$ cat src/rtl/melody_pkg.sv
// melody_pkg: shared types and melody tables for the melody sequencer.
//   state_t  - sequencer FSM states
//   note_t   - one ROM entry {tone, len}; len = 0 ends a melody
//   song_t   - melody index (0 launch, 1 hit, 2 pig destroyed, 3 level win)
//   SONGn    - eight entries per melody, entry 0 in the low byte
//   top_req  - highest set request bit as a song index
package melody_pkg;

    typedef enum logic [1:0] {IDLE, LOAD, PLAY, GAP} state_t;

    typedef logic [1:0] song_t;

    typedef struct packed {
        logic [3:0] tone;
        logic [3:0] len;
    } note_t;

    localparam logic [7:0][7:0] SONG0 = {8'h00, 8'h00, 8'h00, 8'h00, 8'h00, 8'h00, 8'h41, 8'h02};
    // The "hit" event is deliberately silent: an empty melody.
    localparam logic [7:0][7:0] SONG1 = '0;
    localparam logic [7:0][7:0] SONG2 = {8'h00, 8'h00, 8'h00, 8'h00, 8'h00, 8'hB1, 8'h92, 8'h71};
    // Level win fills all eight slots, so it ends on pointer exhaustion rather than len = 0.
    localparam logic [7:0][7:0] SONG3 = {8'hC1, 8'hD1, 8'hE1, 8'hF1, 8'hF1, 8'hE1, 8'hD1, 8'hC1};

    function automatic song_t top_req(input logic [3:0] req);
        return req[3] ? 2'd3 : req[2] ? 2'd2 : req[1] ? 2'd1 : 2'd0;
    endfunction

endpackage

$ cat src/rtl/melody_rom.sv
// melody_rom: combinational lookup of one note entry.
//   song    - melody index
//   pointer - entry index within the melody (0..7)
//   note    - {tone, len} at that position
module melody_rom
    import melody_pkg::*;
(
    input  song_t      song,
    input  logic [2:0] pointer,
    output note_t      note
);

    assign note = note_t'(song == 2'd3 ? SONG3[pointer] :
                          song == 2'd2 ? SONG2[pointer] :
                          song == 2'd1 ? SONG1[pointer] : SONG0[pointer]);

endmodule

$ cat src/rtl/melody_sequencer.sv
// melody_sequencer: plays prioritised game-event melodies as timed note/gap sequences.
//   clk         - system clock
//   resetN      - asynchronous active-low reset
//   soundReq    - one-cycle event requests, higher index wins
//   tone        - registered note index for the tone decoder
//   enableSound - registered, high only while a note sounds
//   busy        - registered, high while a melody runs and for the cycle it returns to IDLE
//   activeSong  - registered index of the current/last melody
module melody_sequencer
    import melody_pkg::*;
#(
    parameter int UNIT_CYCLES = 1_575_000,
    parameter int GAP_UNITS   = 1
) (
    input  logic       clk,
    input  logic       resetN,
    input  logic [3:0] soundReq,
    output logic [3:0] tone,
    output logic       enableSound,
    output logic       busy,
    output song_t      activeSong
);

    localparam int              CW       = UNIT_CYCLES > 1 ? $clog2(UNIT_CYCLES) : 1;
    localparam logic [CW-1:0]   CYC_LAST = CW'(UNIT_CYCLES - 1);
    localparam logic [3:0]      GAP_LOAD = 4'(GAP_UNITS);

    state_t        state, state_n;
    logic [2:0]    pointer, pointer_n;
    logic [CW-1:0] cyc, cyc_n;
    logic [3:0]    units, units_n, tone_n;
    song_t         song_n, req_song;
    note_t         note;
    logic          req_any, preempt, unit_wrap, expire;

    melody_rom rom (
        .song    (activeSong),
        .pointer (pointer),
        .note    (note)
    );

    assign req_any   = |soundReq;
    assign req_song  = top_req(soundReq);
    assign preempt   = req_any && state != IDLE && req_song > activeSong;
    assign unit_wrap = cyc == CYC_LAST;
    assign expire    = unit_wrap && units <= 4'd1;

    always_comb begin
        state_n   = state;
        pointer_n = pointer;
        cyc_n     = cyc;
        units_n   = units;
        tone_n    = tone;
        song_n    = activeSong;
        if (preempt) begin
            state_n   = LOAD;
            pointer_n = '0;
            song_n    = req_song;
        end else begin
            case (state)
                // busy still set means this is the cycle we just returned: drop the request.
                IDLE: if (req_any && !busy) begin
                    state_n   = LOAD;
                    pointer_n = '0;
                    song_n    = req_song;
                end
                LOAD: if (note.len == 4'd0) begin
                    state_n = IDLE;
                end else begin
                    state_n = PLAY;
                    tone_n  = note.tone;
                    units_n = note.len;
                    cyc_n   = '0;
                end
                PLAY: begin
                    cyc_n   = unit_wrap ? '0 : cyc + 1'b1;
                    units_n = expire ? GAP_LOAD : unit_wrap ? units - 4'd1 : units;
                    state_n = expire ? GAP : PLAY;
                end
                GAP: begin
                    cyc_n     = unit_wrap ? '0 : cyc + 1'b1;
                    units_n   = unit_wrap ? units - 4'd1 : units;
                    state_n   = !expire ? GAP : pointer == 3'd7 ? IDLE : LOAD;
                    pointer_n = expire && pointer != 3'd7 ? pointer + 3'd1 : pointer;
                end
            endcase
        end
    end

    always_ff @(posedge clk or negedge resetN) begin
        if (!resetN) begin
            state       <= IDLE;
            pointer     <= '0;
            cyc         <= '0;
            units       <= '0;
            tone        <= '0;
            enableSound <= 1'b0;
            busy        <= 1'b0;
            activeSong  <= '0;
        end else begin
            state       <= state_n;
            pointer     <= pointer_n;
            cyc         <= cyc_n;
            units       <= units_n;
            tone        <= tone_n;
            enableSound <= state_n == PLAY;
            busy        <= state != IDLE || state_n != IDLE;
            activeSong  <= song_n;
        end
    end

endmodule
$ cat config.mk
export PLATFORM = sky130hd
export DESIGN_NAME = melody_sequencer
export DESIGN_NICKNAME = d
export VERILOG_FILES = /design/src/rtl/melody_pkg.sv /design/src/rtl/melody_rom.sv /design/src/rtl/melody_sequencer.sv
export SDC_FILE = /design/constraint.sdc
export NUM_CORES = 1
export LEC_CHECK = 0
export BUFFER_PORTS_ARGS = -buffer_cell sky130_fd_sc_hd__buf_2
export CAP_MARGIN = 40
export CORE_ASPECT_RATIO = 0.7
export CORE_MARGIN = 2
export CORE_UTILIZATION = 55
export DETAILED_ROUTE_END_ITERATION = 8
export PLACE_DENSITY = 0.87
export REMOVE_ABC_BUFFERS = 1
export SETUP_SLACK_MARGIN = 0.15
export SLEW_MARGIN = 15
export SYNTH_ARGS = -nofsm -noshare
export SYNTH_HDL_FRONTEND = slang
export SYNTH_SLANG_ARGS = --single-unit
$ cat constraint.sdc
create_clock -name clk -period 2.4 [get_ports clk]
set_input_delay 0.24 -clock clk [delete_from_list [all_inputs] [get_ports clk]]
set_output_delay 0.24 -clock clk [all_outputs]
set_load 0.03 [all_outputs]
==> results.py <==
metrics = {
    "worst_setup_path": {
        "path_delay_family": "compound AO/OA/AOI/OAI gates",
        "required_ps": 2580,
        "critPathMaxStageDelay_ps": 440,
        "cp_slowest_cell": "dfrtp_1",
        "reg2reg_to": "cyc[18]",
        "critical_path_class": "reg -> reg",
        "arrival_ps": 2360,
        "worstReg2RegStart": "pointer[1]",
        "worstPathMaxFanout": 6,
        "start_kind": "register",
        "rr_worst_depth": 9,
        "path_buf_inv": 3,
        "endpoint_kind": "register",
        "regToRegSetupSlack_ps": 220,
        "cp_cell_sequence": "inv_1 > ha_1 > nor2b_2 > o211ai_1 > a21o_2 > clkbuf_2 > buf_4 > o31ai_1 > a21oi_1",
    },
    "synth": {
        "synth_area_leaders": "dfrtp_1 41%, ha_1 5.9%, a31oi_1 4.5%, a21oi_1 4.1%, o21ai_0 3.6%",
        "synth_warnings": 0,
        "synth_top_area_share_pct": 40.6,
        "async_reset_ff_share_pct": 100,
        "netlist_area_um2": 2340,
        "synth-seq-area-share_pct": 40.6,
        "synth_top_cell_by_area": "dfrtp_1",
        "avgSynthCellArea_um2": 9.08,
        "synthCells": 258,
        "synth_edf_count": 0,
        "ys_types": 46,
        "synth-seq-cells": 38,
        "synth_ff_type": "dfrtp_1",
    },
    "layout": {
        "finish.utilization_pct": 68.0,
        "fin_cells": 342,
        "multi_input_area_um2": 1320,
        "fillers": 313,
        "regArea_um2": 952,
        "stdcell_area_um2": 2710,
        "num-nets-final": 307,
        "insertedDiodeCount": 0,
        "syn2layout_area_growth_pct": 15.8,
        "layout-drive-gt1-share_pct": 19.3,
    },
    "global_route": {
        "antenna_found_initial": 0,
        "grt-ovfl-total": 0,
        "grt_use_total_pct": 26.3,
        "first_global_vias": 1972,
        "grt_max_degree": 21,
        "grt_pass1_wl_um": 9600,
    },
    "cts": {
        "htree_num_levels": 2,
        "cts_buffers": 5,
        "cts_buffer_depth": 2,
        "cts_tree": "yes",
        "clk_pin_slew_ps": 70,
        "cts-root-buf": "clkbuf_8",
        "clk_latency_ps": 300,
        "numClockSinks": 38,
    },
    "detailed_routing": {
        "drtIter0Drc": 206,
        "routedWlPerCell_um": 17.7,
        "num_vias": 2226,
        "routed_wirelength_um": 6060,
        "drt_pre_antenna_iters": 5,
        "drc_errors": 0,
        "postRouteAntennaNets": 0,
        "vias_per_cell": 6.51,
    },
    "power_and_ir_drop": {
        "power_leakage_nw": 1.18,
        "power_mw": 3.07,
        "ir_drop_uv": 742,
        "p_sw_mw": 1.42,
        "seq_power_share_pct": 30.1,
        "clkPwrFrac_pct": 13.9,
        "pwr-share-comb_pct": 56.0,
        "cellInternalPower_mw": 1.65,
        "power_density_nw_per_um2": 1130,
        "switching_share_pct": 46.3,
    },
    "run": {
        "max-cap-violations": 0,
    },
    "sta": {
        "finalClockSkew_ps": 6.14,
        "grt_setup_unrepaired": "no",
        "setup_viol": 0,
        "hold-worst-slack_ps": 270,
        "min_period_ps": 2180,
        "fmax_ghz": 0.458,
        "maxSlewViolCount": 0,
        "tightest_slew_ps": 613,
        "relSlewSlack_pct": 58.5,
        "tns_ps": 0,
        "finalWorstSetupSlack_ps": 217,
        "finalCritPeriodShare_pct": 90.9,
        "timing.final.hold_violations": 0,
    },
    "hold_path": {
        "hold_class": "in -> reg",
        "whs_endpoint": "busy",
        "min_path_cells": 3,
        "min-delay-start": "soundReq[0]",
    },
    "placed_design": {
        "gp_congestion": 0.859,
        "hpwl_um": 4060,
        "placed_cells": 329,
        "dpl_cell_area_um2": 2570,
        "port_buffers": 13,
        "post-place-ws_ps": 27.0,
    },
    "floorplan": {
        "io_pins": 14,
        "rows": 19,
        "fp.dieW_um": 82.0,
        "die_area_um2": 4810,
        "start_util_pct": 58.7,
        "die_h_um": 58.6,
        "core_um2": 3990,
    },
    "outcome": {
        "outcome": "finished, final reports clean",
    },
}
[placed cells by master (no fill, tap or decap), types with 5 or more instances in the layout]
cell      netlist  layout
dfrtp_1        38      37
a31oi_1        17      16
buf_4           0      18
nor3_1          5       5
clkbuf_8        0       5
nand2_1        16      16
o31ai_1         8       8
or4_1           8       7
a21oi_1        19      19
ha_1           11      11
buf_2           3      13
o21ai_0        17      17
inv_1          14      14
nand2b_1        7       7
nand4_1         6       6
nand3_1         8       8
and3_1          8       8
nor2_1         13      13
[layer usage]
metal	up-vias	global-route usage [%]	share of wire [%]
met5	-	0	0
met4	0	7.14	1.6
met3	20	6.44	8.8
met2	114	37.0	44
met1	1040	40.4	46
li1	1052	-	-
[power by group through the flow]
stage	clock (mW)	combinational, mW	sequential, mW
6_report	0.426	1.72	0.924
2_1_floorplan	0	0.861	1.04
3_5_place_dp	0	1.56	0.923
3_3_place_gp	0	1.52	0.917
4_1_cts	0.426	1.58	0.911
5_1_grt	0.461	1.88	0.945
[worst max path at each step]
stage | end | depth (start not counted) | start | slack (ps)
2_1_floorplan | units[0] | 7 | activeSong[1] | -350
3_3_place_gp | cyc[17] | 9 | soundReq[2] | 100
5_1_grt | cyc[9] | 9 | pointer[1] | 110
6_report | cyc[18] | 9 | pointer[1] | 220
4_1_cts | cyc[20] | 5 | cyc[0] | 220
3_5_place_dp | cyc[17] | 9 | soundReq[2] | 30
[cell usage after synthesis, drive strengths merged (3+ instances only)]
master and number:
nor3 5, a31oi 17, and3 8, mux2 4, or4 8, o21a 4
ha 11, or3 3, a211oi 4, clkbuf 6, nand4 7, nand2 16
dfrtp 38, buf 3, nand3 8, o21ai 17, nor4 4, mux2i 3
o31ai 8, a21oi 19, inv 14, nor4b 3, nor2 13, or2 3
nand2b 7
[final cells by class]
class / count / share of cell area, %
timing repair buffer: 34 / 8.94
tap: 52 / 2.40
multi-input combinational: 196 / 48.7
sequential: 38 / 35.1
inverter: 15 / 2.07
clock buffer: 7 / 2.81
[worst min-delay path: stages]
cell	delay [ps]
buf_2	80
nor4_2	50
o21ai_0	150
[what timing repair did]
action / in CTS / in global routing
endpoints found under the hold margin: 19 / 0
hold buffers: 1 / 0
gates resized for setup: 1 / 5
buffers inserted: 0 / 5
pin swaps: 0 / 1
setup endpoints to repair: 4 / 20
[cells by family after synthesis]
kind of cell | Yosys count | share of synthesized area (%)
flops | 38 | 40.6
compound gates | 84 | 23.1
mux | 7 | 3.20
xor+xnor | 1 | 0.374
fa+ha+maj | 11 | 5.87
simple gates | 93 | 22.9
buf+inv | 24 | 4.00
[flip-flops by register name (all words and copies together) (netlist names)]
name         flops
state            2
activeSong       2
tone             4
enableSound      1
units            4
cyc             21
pointer          3
busy             1
(Power assumes the default switching activity.)
